--- config.mk ---
export PLATFORM = sky130hd
export DESIGN_NAME = branch_comp_seq_flat
export DESIGN_NICKNAME = d
export VERILOG_FILES = /design/src/rtl/branch_comp_seq_if.sv /design/src/rtl/branch_comp_seq.sv /design/src/flat_wrapper.sv
export SDC_FILE = /design/constraint.sdc
export NUM_CORES = 1
export LEC_CHECK = 0
export CORE_MARGIN = 2
export CORE_UTILIZATION = 46
export DETAILED_ROUTE_END_ITERATION = 6
export GPL_TIMING_DRIVEN = 0
export PLACE_DENSITY = 0.76
export SYNTH_ARGS = -nofsm -noshare
export SYNTH_HDL_FRONTEND = slang
export SYNTH_SLANG_ARGS = --single-unit
--- constraint.sdc ---
create_clock -name clk -period 1.9 [get_ports clk]
set_input_delay 0.38 -clock clk [delete_from_list [all_inputs] [get_ports clk]]
set_output_delay 0.38 -clock clk [all_outputs]
set_load 0.02 [all_outputs]
--- src/rtl/branch_comp_seq_if.sv ---
// Operand/result handshake bundle for the sliced branch comparator.
interface branch_comp_seq_if #(
    parameter int unsigned N = 32
);
    logic         in_valid;
    logic         in_ready;
    logic [N-1:0] a;
    logic [N-1:0] b;
    logic [2:0]   funct3;
    logic         out_valid;
    logic         out_ready;
    logic         eq;
    logic         lt;
    logic         taken;
    logic         err;

    modport master (
        output in_valid, a, b, funct3, out_ready,
        input  in_ready, out_valid, eq, lt, taken, err
    );

    modport slave (
        input  in_valid, a, b, funct3, out_ready,
        output in_ready, out_valid, eq, lt, taken, err
    );
endinterface

--- src/rtl/branch_comp_seq.sv ---
// Multi-cycle branch comparator: walks CHUNK-bit slices MSB-first, stops at the
// first differing slice, and resolves the RISC-V branch funct3 into taken/err.
module branch_comp_seq #(
    parameter int unsigned N     = 32,
    parameter int unsigned CHUNK = 8
) (
    input  logic                clk,
    input  logic                rst,
    branch_comp_seq_if.slave    bus
);
    localparam int unsigned K     = N / CHUNK;
    localparam int unsigned IDX_W = (K > 1) ? $clog2(K) : 1;
    localparam logic [IDX_W-1:0] IDX_TOP = IDX_W'(K - 1);
    localparam logic [N-1:0]     MSB     = {1'b1, {(N-1){1'b0}}};

    localparam logic [1:0] S_IDLE = 2'd0;
    localparam logic [1:0] S_CMP  = 2'd1;
    localparam logic [1:0] S_DONE = 2'd2;

    logic [1:0]       state_q, state_d;
    logic [N-1:0]     a_q, a_d;
    logic [N-1:0]     b_q, b_d;
    logic [2:0]       f3_q, f3_d;
    logic [IDX_W-1:0] idx_q, idx_d;
    logic             out_valid_q, out_valid_d;
    logic             eq_q, eq_d;
    logic             lt_q, lt_d;
    logic             taken_q, taken_d;
    logic             err_q, err_d;

    logic [CHUNK-1:0] slice_a_c;
    logic [CHUNK-1:0] slice_b_c;

    // Operands are shifted left as slices match, so the live slice is always on top.
    assign slice_a_c = a_q[N-1 -: CHUNK];
    assign slice_b_c = b_q[N-1 -: CHUNK];

    // Returns {err, taken} for a resolved compare.
    function automatic logic [1:0] decode(input logic e, input logic l, input logic [2:0] f3);
        logic [1:0] r;
        case (f3)
            3'b000:         r = {1'b0, e};
            3'b001:         r = {1'b0, ~e};
            3'b100, 3'b110: r = {1'b0, l};
            3'b101, 3'b111: r = {1'b0, ~l};
            default:        r = 2'b10;
        endcase
        return r;
    endfunction

    always_comb begin
        state_d     = state_q;
        a_d         = a_q;
        b_d         = b_q;
        f3_d        = f3_q;
        idx_d       = idx_q;
        out_valid_d = out_valid_q;
        eq_d        = eq_q;
        lt_d        = lt_q;
        taken_d     = taken_q;
        err_d       = err_q;
        case (state_q)
            S_IDLE: begin
                if (bus.in_valid) begin
                    // Flipping the sign bit makes a signed compare an unsigned one.
                    a_d     = bus.funct3[1] ? bus.a : (bus.a ^ MSB);
                    b_d     = bus.funct3[1] ? bus.b : (bus.b ^ MSB);
                    f3_d    = bus.funct3;
                    idx_d   = IDX_TOP;
                    state_d = S_CMP;
                end
            end
            S_CMP: begin
                if (slice_a_c != slice_b_c) begin
                    eq_d        = 1'b0;
                    lt_d        = (slice_a_c < slice_b_c);
                    {err_d, taken_d} = decode(1'b0, slice_a_c < slice_b_c, f3_q);
                    out_valid_d = 1'b1;
                    state_d     = S_DONE;
                end else if (idx_q == '0) begin
                    eq_d        = 1'b1;
                    lt_d        = 1'b0;
                    {err_d, taken_d} = decode(1'b1, 1'b0, f3_q);
                    out_valid_d = 1'b1;
                    state_d     = S_DONE;
                end else begin
                    idx_d = idx_q - IDX_W'(1);
                    a_d   = a_q << CHUNK;
                    b_d   = b_q << CHUNK;
                end
            end
            S_DONE: begin
                if (bus.out_ready) begin
                    out_valid_d = 1'b0;
                    state_d     = S_IDLE;
                end
            end
            default: begin
                out_valid_d = 1'b0;
                state_d     = S_IDLE;
            end
        endcase
    end

    always_ff @(posedge clk) begin
        if (rst) begin
            state_q     <= S_IDLE;
            a_q         <= '0;
            b_q         <= '0;
            f3_q        <= '0;
            idx_q       <= IDX_TOP;
            out_valid_q <= 1'b0;
            eq_q        <= 1'b0;
            lt_q        <= 1'b0;
            taken_q     <= 1'b0;
            err_q       <= 1'b0;
        end else begin
            state_q     <= state_d;
            a_q         <= a_d;
            b_q         <= b_d;
            f3_q        <= f3_d;
            idx_q       <= idx_d;
            out_valid_q <= out_valid_d;
            eq_q        <= eq_d;
            lt_q        <= lt_d;
            taken_q     <= taken_d;
            err_q       <= err_d;
        end
    end

    assign bus.in_ready  = (state_q == S_IDLE) && !rst;
    assign bus.out_valid = out_valid_q;
    assign bus.eq        = eq_q;
    assign bus.lt        = lt_q;
    assign bus.taken     = taken_q;
    assign bus.err       = err_q;
endmodule

--- src/flat_wrapper.sv ---
// flat-port wrapper written by rule: the top's interface ports become plain ports
module branch_comp_seq_flat 
#(
    parameter int unsigned N     = 32,
    parameter int unsigned CHUNK = 8
)
  (clk, rst, bus_in_valid, bus_a, bus_b, bus_funct3, bus_out_ready, bus_in_ready, bus_out_valid, bus_eq, bus_lt, bus_taken, bus_err);
  branch_comp_seq_if #(.N(N)) bus_i ();
  input  logic clk;
  input  logic rst;
  input wire logic [$bits(bus_i.in_valid)-1:0] bus_in_valid;
  input wire logic [$bits(bus_i.a)-1:0] bus_a;
  input wire logic [$bits(bus_i.b)-1:0] bus_b;
  input wire logic [$bits(bus_i.funct3)-1:0] bus_funct3;
  input wire logic [$bits(bus_i.out_ready)-1:0] bus_out_ready;
  output wire logic [$bits(bus_i.in_ready)-1:0] bus_in_ready;
  output wire logic [$bits(bus_i.out_valid)-1:0] bus_out_valid;
  output wire logic [$bits(bus_i.eq)-1:0] bus_eq;
  output wire logic [$bits(bus_i.lt)-1:0] bus_lt;
  output wire logic [$bits(bus_i.taken)-1:0] bus_taken;
  output wire logic [$bits(bus_i.err)-1:0] bus_err;
  assign bus_i.in_valid = bus_in_valid;
  assign bus_i.a = bus_a;
  assign bus_i.b = bus_b;
  assign bus_i.funct3 = bus_funct3;
  assign bus_i.out_ready = bus_out_ready;
  assign bus_in_ready = bus_i.in_ready;
  assign bus_out_valid = bus_i.out_valid;
  assign bus_eq = bus_i.eq;
  assign bus_lt = bus_i.lt;
  assign bus_taken = bus_i.taken;
  assign bus_err = bus_i.err;
  branch_comp_seq #(.N(N), .CHUNK(CHUNK)) u_core (.clk(clk), .rst(rst), .bus(bus_i));
endmodule
# == After elaboration in Yosys (flattened, before gate mapping) ==
# Cells that the tools add are included.
# totals
in_bits,71
register_bits,76
# op_classes
n_addsub,1
n_bitwise,4
reduce_logical,16
eq_ne,13
muxes,32
n_lt_le_gt_ge,1
# op_table
operator,n
32-bit two-way mux,8
32-bit one-hot mux with 2 select lines,2
2-bit two-way mux,7
3-bit == test (second input constant),4
1-bit two-way mux,10
8-bit less-than comparator,1
2-bit inequality test (second input constant),4
8-bit inequality test,1
2-bit one-hot mux with 2 select lines,2
2-bit one-hot mux with 4 select lines,1
2-bit one-hot mux with 3 select lines,1
3-bit AND reduction,2
3-bit OR reduction,2
2-bit logical NOT,2
1-bit inverter,4
2-bit AND reduction,2
4-bit AND reduction,1
2-bit nonzero test,2
2-bit OR reduction,2
3-bit by 1-bit == test with 1-bit output (second input constant),1
3-bit logical NOT,1
3-bit by 1-bit inequality test with 1-bit output (second input constant),1
1-bit one-hot mux with 3 select lines,1
2-bit by 1-bit == test with 1-bit output (second input constant),1
4 further kinds,4

# == Depth between registers and ports, before layout ==
# logic_depth
word_depth,5
mapped_depth,9
mapped_depth_nobuf,7

# == Worst setup path before layout ==
# Ideal clock, no wire load.
# synth_path
kind,register to register
start,reg u_core.b_q[30]
end,reg u_core.a_q[15]
setup_slack_ps,72
t_arrival_ps,1682
n_path_buf,3
setup_ps,147
stages_incl_launch_ff,10
t_required_ps,1753
synth_period_minus_slack_ps,1828
cell_sequence,dfxtp_1 > inv_1 > ha_1 > nand4_4 > nor3_4 > a21o_1 > buf_6 > buf_6 > buf_6 > a311oi_2
# synth_between
elab_chain_len,3
# synth_rtl
element,line_no,source
"start, declared",branch_comp_seq.sv:22,"logic [N-1:0] b_q, b_d;"
"start signal, assigned",branch_comp_seq.sv:109,b_q <= '0;
"start signal, assigned",branch_comp_seq.sv:120,b_q <= b_d;
8-bit inequality test,branch_comp_seq.sv:74,if (slice_a_c != slice_b_c) begin
2-bit inequality test (no line),--,
4-bit AND reduction (no line),--,
"end signal, assigned",branch_comp_seq.sv:108,a_q <= '0;
"end signal, assigned",branch_comp_seq.sv:119,a_q <= a_d;
"end, declared",branch_comp_seq.sv:21,"logic [N-1:0] a_q, a_d;"
# Every way passes these cells.
# A chain may end at the register's enable or synchronous reset.

# == Final worst setup path ==
# layout_path
start,reg u_core.b_q[28]
end,reg u_core.b_q[18]
# layout_between
elab_chain_len,3
# layout_rtl
element,line_no
8-bit inequality test,branch_comp_seq.sv:74
2-bit inequality test (no line),--
4-bit AND reduction (no line),--
# Every way passes these cells.

==> key figures <==
Final layout
  • Fin util: around 70%
  • Final nets: 603
  • Area Growth Syn to Fin: 46.0%
  • Share of layout cells above drive strength 1: between 20% and 30%
  • ANT cells: 0

Floorplan
  • Core ar.: 7770 µm²
  • Die Width: 93.9 µm
  • Die H: about 94 µm
  • Die ar.: 8810 µm²
  • # IOs: 77
  • Starting Density: 47.8%
  • Num rows: 32

Route
  • Iter 0 DRT Violations: 250
  • Antenna viol nets, final: 0
  • DR vias/cell: 5.69
  • DR WL/cell: approximately 19 µm
  • # DRC: 0
  • Vias: 3,586
  • Drt first pass iters: 5
  • Drt total wl: approximately 12,000 µm

Global routing
  • First-pass GRT wire length: ~16,000 µm
  • GRT Overall Usage: 23.0%
  • Antenna violations before repair: 0
  • Grt total ovfl: 0
  • Largest net degree at the start of global routing: 13
  • Number of global-route vias before repair: 3,209

Placement
  • Port bufs: 75
  • Post-DP HPWL: between 7000 and 8000 µm
  • Final Wtd Congestion: roughly 0.82

Worst setup path
  • Req. time, crit path: approximately 2.2 ns
  • Crit-path max FO: 8
  • Setup CP Type: reg -> reg
  • Critical Path Source Type: flop
  • CP endpoint kind: flop
  • Worst R2R Setup Slack: -0.20 ns
  • WP data arrival: about 2.4 ns

STA
  • Min Tclk post-route: 2.10 ns
  • Fin. Hold Viols: 0
  • Fmax achieved: between 400 and 500 MHz
  • RSZ-0062 raised after global routing: yes
  • Fin Clk Skew: between 0.006 and 0.007 ns
  • Worst-Margin Slew: 0.797 ns
  • Crit share post-route: 111%
  • Setup_tns: -5.13 ns
  • WHS: 0.473 ns
  • Slew Limit Headroom: 46.9%
  • PnR worst setup slack: -0.202 ns
  • Final setup fails: 49
  • Max-slew violations: 0

Logic synthesis
  • Yosys top cell by area: dfxtp_1
  • Mean post-synth cell area: 8.99 µm²
  • Post-synth cell types: 38
  • Top cells by count, synth: nand2_1, dfxtp_1, nor2_1, a311oi_2, clkbuf_1
  • Area contributors post-synth: dfxtp_1, a311oi_2, nand2_1, nor2_1, a22oi_1
  • Ys async rst share: 0%
  • Synth Instances: 413
  • Yosys reg bits: 76
  • Main flop type after synthesis: dfxtp_1
  • Syn_nets: 493
  • Synthesized area: 3710 µm²
  • Top-count cell post-synth: nand2_1
  • Sequential area share after synthesis: ~41%
  • EDFF count, synth: 0
  • Ys Warns: 0
  • Synth top area share: 41.0%

Clocking
  • Clk_lat worst skew: roughly 0.36 ns
  • CTS tree: built
  • CTS Buf Count: 9
  • Clock Tree Buf Depth: 2
  • Clock sinks: 76
  • CTS root buf: clkbuf_8
  • Clock transition at path regs: 0.08 ns
  • H-tree depth: 3

Power
  • Sw Pwr: 1.47 mW
  • Sequential Power Share: 39.5%
  • Combinational share of power: 31.6%
  • Total power: ~4.8 mW
  • Clk pwr share: 28.9%
  • Leakage: 2.02 nW
  • Switching part of the total power: 30.9%
  • P_int: 3.29 mW
  • Worst VDD drop: between 0.0005 and 0.0006 V
  • Pwr Density: 878 nW/µm²

Status
  • Failing checks: negative setup slack
  • Status: finished, violations left

Job
  • MaxCap Viol Count: 0

Min path
  • Hold Path Class: reg -> reg
-- cell type report --
cell class	instances	area [µm²]
multi-input cells	291	2160
clock inverters	5	75.1
flip-flops and latches	76	1520
well taps	102	128
clock buffers	11	141
plain buffers	35	288
repair buffers	99	1070
fillers	563	2350
inverters	11	41.3
-- layer usage --
layer	track usage [%]	wire length [µm]	up-vias
li1	-	-	1665
met1	28.7	4760	1758
met2	39.3	6140	136
met3	4.90	600	27
met4	7.37	214	0
met5	0	0	-
-- state kept, by name, indices dropped and copies added (netlist names), 2 cells and up --
register,flops
u_core.state_q,2
u_core.idx_q,2
u_core.b_q,32
u_core.a_q,32
u_core.f3_q,3
-- final timing paths --
check | startpoint | to | cells past startpoint
setup / recovery | u_core.b_q[28]$_SDFFE_PP0P_ | u_core.b_q[18]$_SDFFE_PP0P_ | 9
setup reg to reg | u_core.b_q[28]$_SDFFE_PP0P_ | u_core.b_q[18]$_SDFFE_PP0P_ | 9
hold reg to reg | u_core.bus.out_valid$_SDFFE_PP0P_ | u_core.bus.out_valid$_SDFFE_PP0P_ | 2
hold / removal | u_core.bus.out_valid$_SDFFE_PP0P_ | u_core.bus.out_valid$_SDFFE_PP0P_ | 2
-- placed cells by master (no fill, tap or decap), types with 8 or more instances in the layout --
cell type / instances
dfxtp_1: 74
clkbuf_1: 17
buf_4: 14
ha_4: 8
a311oi_2: 46
clkdlybuf4s50_1: 74
nor2_1: 67
a22oi_2: 12
inv_1: 8
nand2_1: 98
clkbuf_8: 10
-- repair_timing --
| item | 4_1_cts | 5_1_grt |
|---|---|---|
| endpoints found under the setup margin | 62 | 64 |
| gates resized for setup | 21 | 46 |
| cloned | 0 | 8 |
| buffers inserted | 7 | 9 |
| pin swaps | 3 | 37 |
| hold buffers | 0 | 0 |
-- worst max-delay path, stage by stage, from the launching register on --
cell,delay [ns]
dfxtp_1,0.33
inv_1,0.08
ha_4,0.29
nand4_4,0.13
nor3_4,0.23
a21o_1,0.26
buf_12,0.19
clkbuf_16,0.15
nor2_1,0.06
a311oi_2,0.28
-- power groups by stage --
stage               clock network, mW  registers (mW)  logic [mW]
CTS                              1.36            1.86        1.22
floorplan                           0            1.87       0.740
global route                     1.44            1.89        1.60
detailed placement                  0            1.89        1.08
finish                           1.38            1.88        1.51
global placement                    0            1.88        1.05
-- cells by family (layout without fill, tap and decap cells) --
logic type,after synthesis,count (layout),synth area share (%)
AO/OA/AOI/OAI,88,88,26.6
XOR/XNOR,2,2,0.472
adder cells (fa/ha/maj),9,9,3.03
buffers and inverters,46,161,6.94
flip-flops,76,76,41.0
multiplexers,4,4,1.08
AND/OR/NAND/NOR,188,188,20.9
-- per-stage QoR --
step / cells / cell area, µm² / setup slack, ns
floorplan: 413 / 3710 / 0.0715
CTS: 613 / 5000 / -0.0117
finish: 630 / 5420 / -0.202
global route: 630 / 5420 / -0.294
global placement: 590 / 4590 / -0.196
detailed placement: 590 / 4590 / -0.242
(Power assumes the default switching activity.)
